`config.mk`:
```
export PLATFORM = sky130hd
export DESIGN_NAME = sw_input_conditioner_flat
export DESIGN_NICKNAME = d
export VERILOG_FILES = /design/src/rtl/sw_input_conditioner_if.sv /design/src/rtl/sw_input_conditioner.sv /design/src/flat_wrapper.sv
export SDC_FILE = /design/constraint.sdc
export NUM_CORES = 1
export LEC_CHECK = 0
export CAP_MARGIN = 20
export CORE_ASPECT_RATIO = 2
export CORE_MARGIN = 1.5
export CORE_UTILIZATION = 45
export DETAILED_ROUTE_END_ITERATION = 6
export PLACE_DENSITY = 0.73
export RECOVER_POWER = 50
export SLEW_MARGIN = 10
export SYNTH_ARGS = -nofsm -noshare
export SYNTH_HDL_FRONTEND = slang
export SYNTH_SLANG_ARGS = --single-unit
```
`constraint.sdc`:
```
create_clock -name Clock -period 4.07 [get_ports Clock]
set_input_delay 1.0175 -clock Clock [delete_from_list [all_inputs] [get_ports Clock]]
set_output_delay 1.0175 -clock Clock [all_outputs]
set_load 0.02 [all_outputs]
```
`src/rtl/sw_input_conditioner_if.sv`:
```
// Operand handshake between the input conditioner and the downstream accumulator.
interface sw_input_conditioner_if;
    logic [2:0] op_data;
    logic       op_valid;
    logic       op_ready;

    modport master (output op_data, output op_valid, input op_ready);
    modport slave  (input op_data, input op_valid, output op_ready);
endinterface

```
`src/rtl/sw_input_conditioner.sv`:
```
// Synchronise + debounce 3 slide switches and a key; one operand per clean press.
// Optional auto-repeat while the key is held: define AUTO_REPEAT_EN.
module sw_input_conditioner #(
    parameter int unsigned DB_CYCLES     = 4,
    parameter int unsigned CNT_W         = 16,
    parameter int unsigned REPEAT_CYCLES = 8
) (
    input  logic                          Clock,
    input  logic                          Resetn,
    input  logic [2:0]                    sw,
    input  logic                          key,
    sw_input_conditioner_if.master        op,
    output logic [2:0]                    sw_stable,
    output logic                          overrun
);

    if (DB_CYCLES < 2 || (CNT_W < 63 && (64'd1 << CNT_W) <= 64'(DB_CYCLES))) begin : g_bad_db
        $error("sw_input_conditioner: DB_CYCLES must be >= 2 and < 2**CNT_W");
    end
    if (REPEAT_CYCLES < 2) begin : g_bad_rep
        $error("sw_input_conditioner: REPEAT_CYCLES must be >= 2");
    end

    typedef enum logic [1:0] {IDLE, PRESS, HELD} state_t;

    localparam logic [CNT_W-1:0] CNT_LAST = CNT_W'(DB_CYCLES - 1);

    // bit 3 is the key, bits 2:0 the switches
    logic [3:0]       sync1;
    logic [3:0]       sync2;
    logic [3:0]       stable;
    logic [CNT_W-1:0] cnt [4];
    logic             kd;

    state_t state;
    state_t state_nx;
    logic   load;
    logic   rep_hit;

    always_ff @(posedge Clock) begin
        if (Resetn) begin
            sync1 <= '0;
            sync2 <= '0;
        end else begin
            sync1 <= {key, sw};
            sync2 <= sync1;
        end
    end

    always_ff @(posedge Clock) begin
        if (Resetn) begin
            stable <= '0;
            for (int unsigned i = 0; i < 4; i++) cnt[i] <= '0;
        end else begin
            for (int unsigned i = 0; i < 4; i++) begin
                if (sync2[i] == stable[i]) begin
                    cnt[i] <= '0;
                end else if (cnt[i] == CNT_LAST) begin
                    stable[i] <= sync2[i];
                    cnt[i]    <= '0;
                end else begin
                    cnt[i] <= cnt[i] + CNT_W'(1);
                end
            end
        end
    end

    assign kd        = stable[3];
    assign sw_stable = stable[2:0];

`ifdef AUTO_REPEAT_EN
    localparam int unsigned RW = $clog2(REPEAT_CYCLES + 1);
    logic [RW-1:0] rcnt;

    assign rep_hit = (state == HELD) && kd && (rcnt == RW'(REPEAT_CYCLES - 1));

    always_ff @(posedge Clock) begin
        if (Resetn) begin
            rcnt <= '0;
        end else if (state == HELD && kd) begin
            rcnt <= rep_hit ? '0 : rcnt + RW'(1);
        end else begin
            rcnt <= '0;
        end
    end
`else
    assign rep_hit = 1'b0;
`endif

    always_ff @(posedge Clock) begin
        if (Resetn) state <= IDLE;
        else        state <= state_nx;
    end

    always_comb begin
        state_nx = state;
        load     = 1'b0;
        case (state)
            IDLE:  if (kd) state_nx = PRESS;
            PRESS: begin
                load     = 1'b1;
                state_nx = HELD;
            end
            HELD: begin
                if (!kd) state_nx = IDLE;
                else     load     = rep_hit;
            end
            default: state_nx = IDLE;
        endcase
    end

    // A load in the same cycle as an accept replaces the operand instead of clearing valid.
    always_ff @(posedge Clock) begin
        if (Resetn) begin
            op.op_valid <= 1'b0;
            op.op_data  <= '0;
            overrun     <= 1'b0;
        end else if (load) begin
            if (!op.op_valid || op.op_ready) begin
                op.op_valid <= 1'b1;
                op.op_data  <= sw_stable;
            end else begin
                overrun <= 1'b1;
            end
        end else if (op.op_valid && op.op_ready) begin
            op.op_valid <= 1'b0;
        end
    end

endmodule

```
`src/flat_wrapper.sv`:
```
// flat-port wrapper written by rule: the top's interface ports become plain ports
module sw_input_conditioner_flat 
#(
    parameter int unsigned DB_CYCLES     = 4,
    parameter int unsigned CNT_W         = 16,
    parameter int unsigned REPEAT_CYCLES = 8
)
  (Clock, Resetn, sw, key, sw_stable, overrun, op_op_data, op_op_valid, op_op_ready);
  sw_input_conditioner_if op_i ();
  input  logic Clock;
  input  logic Resetn;
  input  logic [2:0] sw;
  input  logic key;
  output logic [2:0] sw_stable;
  output logic overrun;
  output wire logic [$bits(op_i.op_data)-1:0] op_op_data;
  output wire logic [$bits(op_i.op_valid)-1:0] op_op_valid;
  input wire logic [$bits(op_i.op_ready)-1:0] op_op_ready;
  assign op_op_data = op_i.op_data;
  assign op_op_valid = op_i.op_valid;
  assign op_i.op_ready = op_op_ready;
  sw_input_conditioner #(.DB_CYCLES(DB_CYCLES), .CNT_W(CNT_W), .REPEAT_CYCLES(REPEAT_CYCLES)) u_core (.Clock(Clock), .Resetn(Resetn), .sw(sw), .key(key), .op(op_i), .sw_stable(sw_stable), .overrun(overrun));
endmodule
```
==> results.json, run 1 <==
{
  "ys_seq_elements": 83,
  "worst_slack_ps": 1360,
  "ys_seq_area_share_pct": 55.9,
  "yosys.cell_types.count": 37,
  "worst_hold_slack_ps": 438,
  "cp_slowest_cell": "dlygate4sd3_1",
  "cp_top_family": "buffers and inverters",
  "slowest_delay_ps": 1060,
  "ff2ff_setup_slack_ps": 2000,
  "cts_setup_buffers": 0,
  "cp.arrival_ps": 2780,
  "p_sw_mw": 0.396,
  "n_antenna_cell": 0,
  "root_buffer": "clkbuf_16",
  "cts_resized": 0,
  "seq_power_share_pct": 54.0,
  "start_util_pct": 46.0,
  "cp_num_buf_inv": 1,
  "finalMaxSlewViolations": 0,
  "grt_pass1_vias": 2963,
  "setup_viol": 0,
  "synth_common_cells": "nor2_1, edfxtp_1, xnor2_1",
  "drive_gt1_share_pct": 4.06,
  "htreeDepth": 3,
  "placed_area_mm2": 0.00456,
  "nets": 474,
  "antenna_found_initial": 0,
  "async_flop_share_pct": 0,
  "vias_per_cell": 5.18,
  "cp_cell_sequence": "dlygate4sd3_1 -> nor2_1 -> nand2_1 -> nor2_1",
  "powerDensity_mw_per_mm2": 376,
  "outcome": "finished clean",
  "ys_warn_count": 0,
  "dp_hpwl_um": 5400,
  "max_freq_mhz": 370,
  "internal_power_mw": 1.42,
  "grt_max_degree": 24,
  "die_w_um": 70.6,
  "crit_path_max_fanout": 23,
  "maxSlewHeadroom_pct": 46.5,
  "p_leak_nw": 1.74,
  "clockPowerShare_pct": 42.2,
  "hold_violations": 0,
  "utilization_pct": 54.1,
  "wl_per_cell_um": 13.3,
  "setup_tns_ps": 0,
  "fin_total_pwr_mw": 1.82,
  "place.gp.congestion": 0.756,
  "worst_pin_slew_ps": 800,
  "rsz0062_at_grt": "false",
  "area_growth_pct": 17.5,
  "drt-initial-drc-count": 205,
  "critPathKind": "in2reg",
  "comb_power_share_pct": 3.8,
  "cts_tree": "built",
  "synth.avg_cell_area_um2": 10.7,
  "place_worst_setup_slack_ps": 1060,
  "dieArea_mm2": 0.00977,
  "ir_drop_v": 0.000287,
  "synth.largest_area_cell": "edfxtp_1",
  "synth.most_common_cell": "nor2_1",
  "grt_overflow": 0,
  "maxCapViolCount": 0,
  "required_ps": 4140,
  "holdCritPathClass": "reg2reg",
  "fp.dieH_um": 138,
  "synth_edf_count": 64,
  "yosys-top-cells-area": "edfxtp_1, dfxtp_1, xnor2_1",
  "fin_area_mm2": 0.00484,
  "port_buffers": 14,
  "clkSinkCount": 83,
  "rows": 49,
  "drc": 0,
  "cts.path.max_buffers": 2,
  "ctsHoldBuffers": 0,
  "clk_pin_slew_ps": 60,
  "first_pass_iters": 5,
  "cts_buffers": 9,
  "netlist_instances": 386,
  "wirelength_um": 7600,
  "grt_pass1_wl_um": 13200,
  "route.antenna.remaining_nets": 0,
  "yosys_most_used_dff": "edfxtp_1",
  "dp.cells": 554,
  "syn_area_mm2": 0.00412,
  "dr_total_vias": 2954,
  "track_usage_pct": 16.9,
  "worstSetupStartpointType": "primary input",
  "worstSkewPairLatency_ps": 340,
  "synth.top_cell.area_share_pct": 46.7,
  "core-area_mm2": 0.00895,
  "clock-skew-final_ps": 7.19,
  "critPathMostFrequentCell": "nor2_1",
  "stdcell_count": 570,
  "swShare_pct": 21.8,
  "io_pins": 15,
  "layout_min_cycle_time_ps": 2710,
  "period_share_pct": 66.5,
  "worstSetupEndpointType": "flop"
}
final timing paths:
check / startpoint / end / cells after the start
max reg2reg: u_core.cnt[0][32] / u_core.cnt[0][39] / 5
min reg2reg: u_core.sync1[3] / u_core.sync2[3] / 1
min: u_core.sync1[3] / u_core.sync2[3] / 1
max: Resetn / u_core.cnt[0][39] / 4
flip-flops by register name, summed over array words and instances (netlist names):
register and cells:
u_core.state 2, u_core.stable 4, u_core.op.op_valid 1, u_core.op.op_data 3
u_core.sync1 4, u_core.cnt 64, u_core.overrun 1, u_core.sync2 4
kinds of logic (layout without fill, tap and decap cells):
| family | Yosys count | count (layout) | share of synthesized area, % |
|---|---|---|---|
| and+or+nand+nor | 204 | 204 | 25.3 |
| DFF | 83 | 83 | 55.9 |
| xor gates and xnor gates | 54 | 54 | 11.5 |
| buffers and inverters | 19 | 38 | 2.25 |
| AOI/OAI and AO/OA | 14 | 14 | 2.04 |
| muxes | 7 | 7 | 1.70 |
| adders and majority gates | 4 | 4 | 1.22 |
| other | 1 | 64 | 0.0911 |
cell type report:
| type | count | area [um2] |
|---|---|---|
| well taps | 102 | 128 |
| fillers | 796 | 4110 |
| clock buffers | 11 | 254 |
| multi-input cells | 347 | 1960 |
| flip-flops and latches | 83 | 2300 |
| repair buffers | 14 | 140 |
| inverters | 8 | 30.0 |
| clock inverters | 5 | 26.3 |
power groups by stage:
stage | logic [mW] | registers [mW] | clock network [mW]
after floorplan | 0.0564 | 0.986 | 0
final | 0.0696 | 0.981 | 0.767
after global placement | 0.0661 | 0.996 | 0
after global routing | 0.0810 | 0.986 | 0.811
after CTS | 0.0686 | 0.980 | 0.786
after detailed placement | 0.0674 | 0.998 | 0
worst reg2reg max path, delay by kind of cell (launching register included):
| family | cells | cell delay, ps |
|---|---|---|
| AND/OR/NAND/NOR | 4 | 1160 |
| flip-flops | 1 | 380 |
| adder cells (fa/ha/maj) | 1 | 260 |
routing by layer:
layer	vias up	track usage, %	share of wire [%]
li1	1487	-	-
met1	1391	18.6	40
met5	-	0	0
met3	19	3.86	3.3
met4	0	9.43	4.0
met2	57	29.3	53
cell usage in the layout (no fill, tap or decap), types with 3 or more instances in the layout:
cell             instances
nand4_1                 17
nand2b_1                 3
nor3_1                  16
o31ai_1                  4
clkinv_2                 4
nand3_1                 22
clkdlybuf4s50_1          5
conb_1                  64
a21oi_1                  8
nand2_1                 18
inv_1                    8
and3_1                  10
ha_1                     4
nor2b_1                  8
or4_1                    4
nor4b_1                  5
dfxtp_1                 19
xnor2_1                 38
edfxtp_1                64
nor4_1                  16
mux2i_1                  7
dlygate4sd3_1            9
and4_1                   3
clkbuf_16               10
nor2_1                  74
xor2_1                  16
Note: power is estimated with default switching activity, not from simulation.
==> inputs of run 2 (changes only) <==
clock period = 2.55 ns   (was 4.07 ns; I/O delays follow)
==> run 2 against run 1 <==
Against the previous run: highest routed layer unchanged; cell count up 0.70%; count of clock-buffer cells in the layout grew 2; first-iteration DRC count rose by 43%; hold slack better by 0.90 ps; power up 64%; cell area grew 0.98%; register-to-register slack worse by 1600 ps; utilization grew 0.53 points; clock power increased by 69%.
==> results.json, run 2 (synthesized netlist as in run 1, its figures left out) <==
{
  "outcome": "finished clean",
  "internal_power_mw": 2.36,
  "worst_slack_ps": 357,
  "nets": 478,
  "wirelength_um": 7370,
  "core-area_mm2": 0.00895,
  "worst_hold_slack_ps": 439,
  "grt-busiest-layer": "met2",
  "antenna_found_initial": 0,
  "p_leak_nw": 1.74,
  "period_share_pct": 86.0,
  "cts_setup_buffers": 0,
  "swShare_pct": 20.9,
  "place.gp.congestion": 0.852,
  "n_antenna_cell": 0,
  "worst_pin_slew_ps": 648,
  "die_w_um": 70.6,
  "grt_overflow": 0,
  "grtUsageMet2_pct": 28.8,
  "critPathKind": "in2reg",
  "clk_pin_slew_ps": 60,
  "comb_power_share_pct": 3.8,
  "track_usage_pct": 16.5,
  "dr_total_vias": 3003,
  "rows": 49,
  "placed_area_mm2": 0.00459,
  "worstSetupStartpointType": "primary input",
  "layout_min_cycle_time_ps": 2190,
  "fp.dieH_um": 138,
  "drt-initial-drc-count": 294,
  "ff2ff_setup_slack_ps": 420,
  "maxCapViolCount": 0,
  "holdCritPathClass": "reg2reg",
  "htreeDepth": 3,
  "route.antenna.remaining_nets": 0,
  "io_pins": 15,
  "setup_viol": 0,
  "largest_reg_flops": 64,
  "regMostFlops": "u_core.cnt",
  "powerDensity_mw_per_mm2": 610,
  "fillCellCount": 811,
  "drive_gt1_share_pct": 4.24,
  "cts_resized": 0,
  "root_buffer": "clkbuf_16",
  "worstSetupEndpointType": "flop",
  "clock-skew-final_ps": 4.04,
  "start_util_pct": 46.0,
  "rsz0062_at_grt": "false",
  "hp-start": "u_core.sync1[3]",
  "ctsHoldBuffers": 0,
  "fin_area_mm2": 0.00489,
  "wl_per_cell_um": 12.8,
  "place_worst_setup_slack_ps": 256,
  "finalMaxSlewViolations": 0,
  "dp.cells": 558,
  "cts.path.max_buffers": 2,
  "port_buffers": 14,
  "worstSkewPairLatency_ps": 340,
  "grt_pass1_wl_um": 12800,
  "clkSinkCount": 83,
  "vias_per_cell": 5.23,
  "r2r_end": "u_core.cnt[0][9]",
  "met1_usage_pct": 18.3,
  "crit_path_max_fanout": 15,
  "dieArea_mm2": 0.00977,
  "grt_max_degree": 16,
  "p_sw_mw": 0.622,
  "cts_buffers": 9,
  "utilization_pct": 54.6,
  "grt_use_met3_pct": 3.21,
  "final_cell_mix": "nor2_1, edfxtp_1, conb_1, xnor2_1, nand3_1",
  "hold_depth": 1,
  "max_freq_mhz": 456,
  "maxSlewHeadroom_pct": 56.8,
  "timing.rr.start": "u_core.cnt[0][0]",
  "hold_violations": 0,
  "required_ps": 2610,
  "drc": 0,
  "cts_tree": "built",
  "final_common_cell": "nor2_1",
  "dp_hpwl_um": 5440,
  "grt_pass1_vias": 2967,
  "clockPowerShare_pct": 43.7,
  "stdcell_count": 574,
  "holdPathEnd": "u_core.sync2[3]",
  "fin_total_pwr_mw": 2.98,
  "ir_drop_v": 0.000390,
  "cp.arrival_ps": 2250,
  "setup_tns_ps": 0,
  "worstRegToRegCells": 6,
  "area_growth_pct": 18.7,
  "first_pass_iters": 4,
  "seq_power_share_pct": 52.5
}
run 2: cell count changes in the layout (fill, tap and decap cells not counted):
cell             before  now
buf_4                 0    1
clkbuf_1              1    4
clkbuf_16            10   11
clkbuf_8              0    1
clkdlybuf4s50_1       5   11
clkinv_2              4    2
dlygate4sd3_1         9    3
run 2: worst max path at each step:
| stage | startpoint | end | depth (start not counted) |
|---|---|---|---|
| final | Resetn | u_core.cnt[0][9] | 5 |
| after global placement | Resetn | u_core.cnt[0][60] | 4 |
| after global routing | Resetn | u_core.cnt[0][11] | 5 |
| after detailed placement | Resetn | u_core.cnt[0][59] | 4 |
| after floorplan | u_core.cnt[0][16] | u_core.cnt[0][22] | 6 |
| after CTS | u_core.stable[0] | sw_stable[0] | 1 |
run 2: power by group through the flow:
stage	Combinational, mW	Sequential [mW]	Clock (mW)
2_1_floorplan	0.0899	1.57	0
3_3_place_gp	0.109	1.59	0
3_5_place_dp	0.111	1.59	0
4_1_cts	0.112	1.56	1.33
5_1_grt	0.131	1.57	1.38
6_report	0.112	1.57	1.30
run 2: layer usage:
layer	vias to the layer above	part of all wire [%]
met2	64	55
met1	1427	39
met3	19	3.2
met5	-	0
met4	0	3.1
li1	1493	-
run 2: critical path, stage by stage:
cell and delay [ps]:
dlygate4sd3_1 790, nor2_1 120, nand2_1 80, clkbuf_1 500, nor2_1 120
run 2: cell type report:
| class | instances | area [um2] | share of cell area [%] |
|---|---|---|---|
| multi-input cells | 347 | 1960 | 40.1 |
| clock inverters | 3 | 16.3 | 0.333 |
| well taps | 102 | 128 | 2.61 |
| flip-flops and latches | 83 | 2300 | 47.1 |
| clock buffers | 13 | 293 | 5.99 |
| repair buffers | 18 | 159 | 3.25 |
| inverters | 8 | 30.0 | 0.615 |
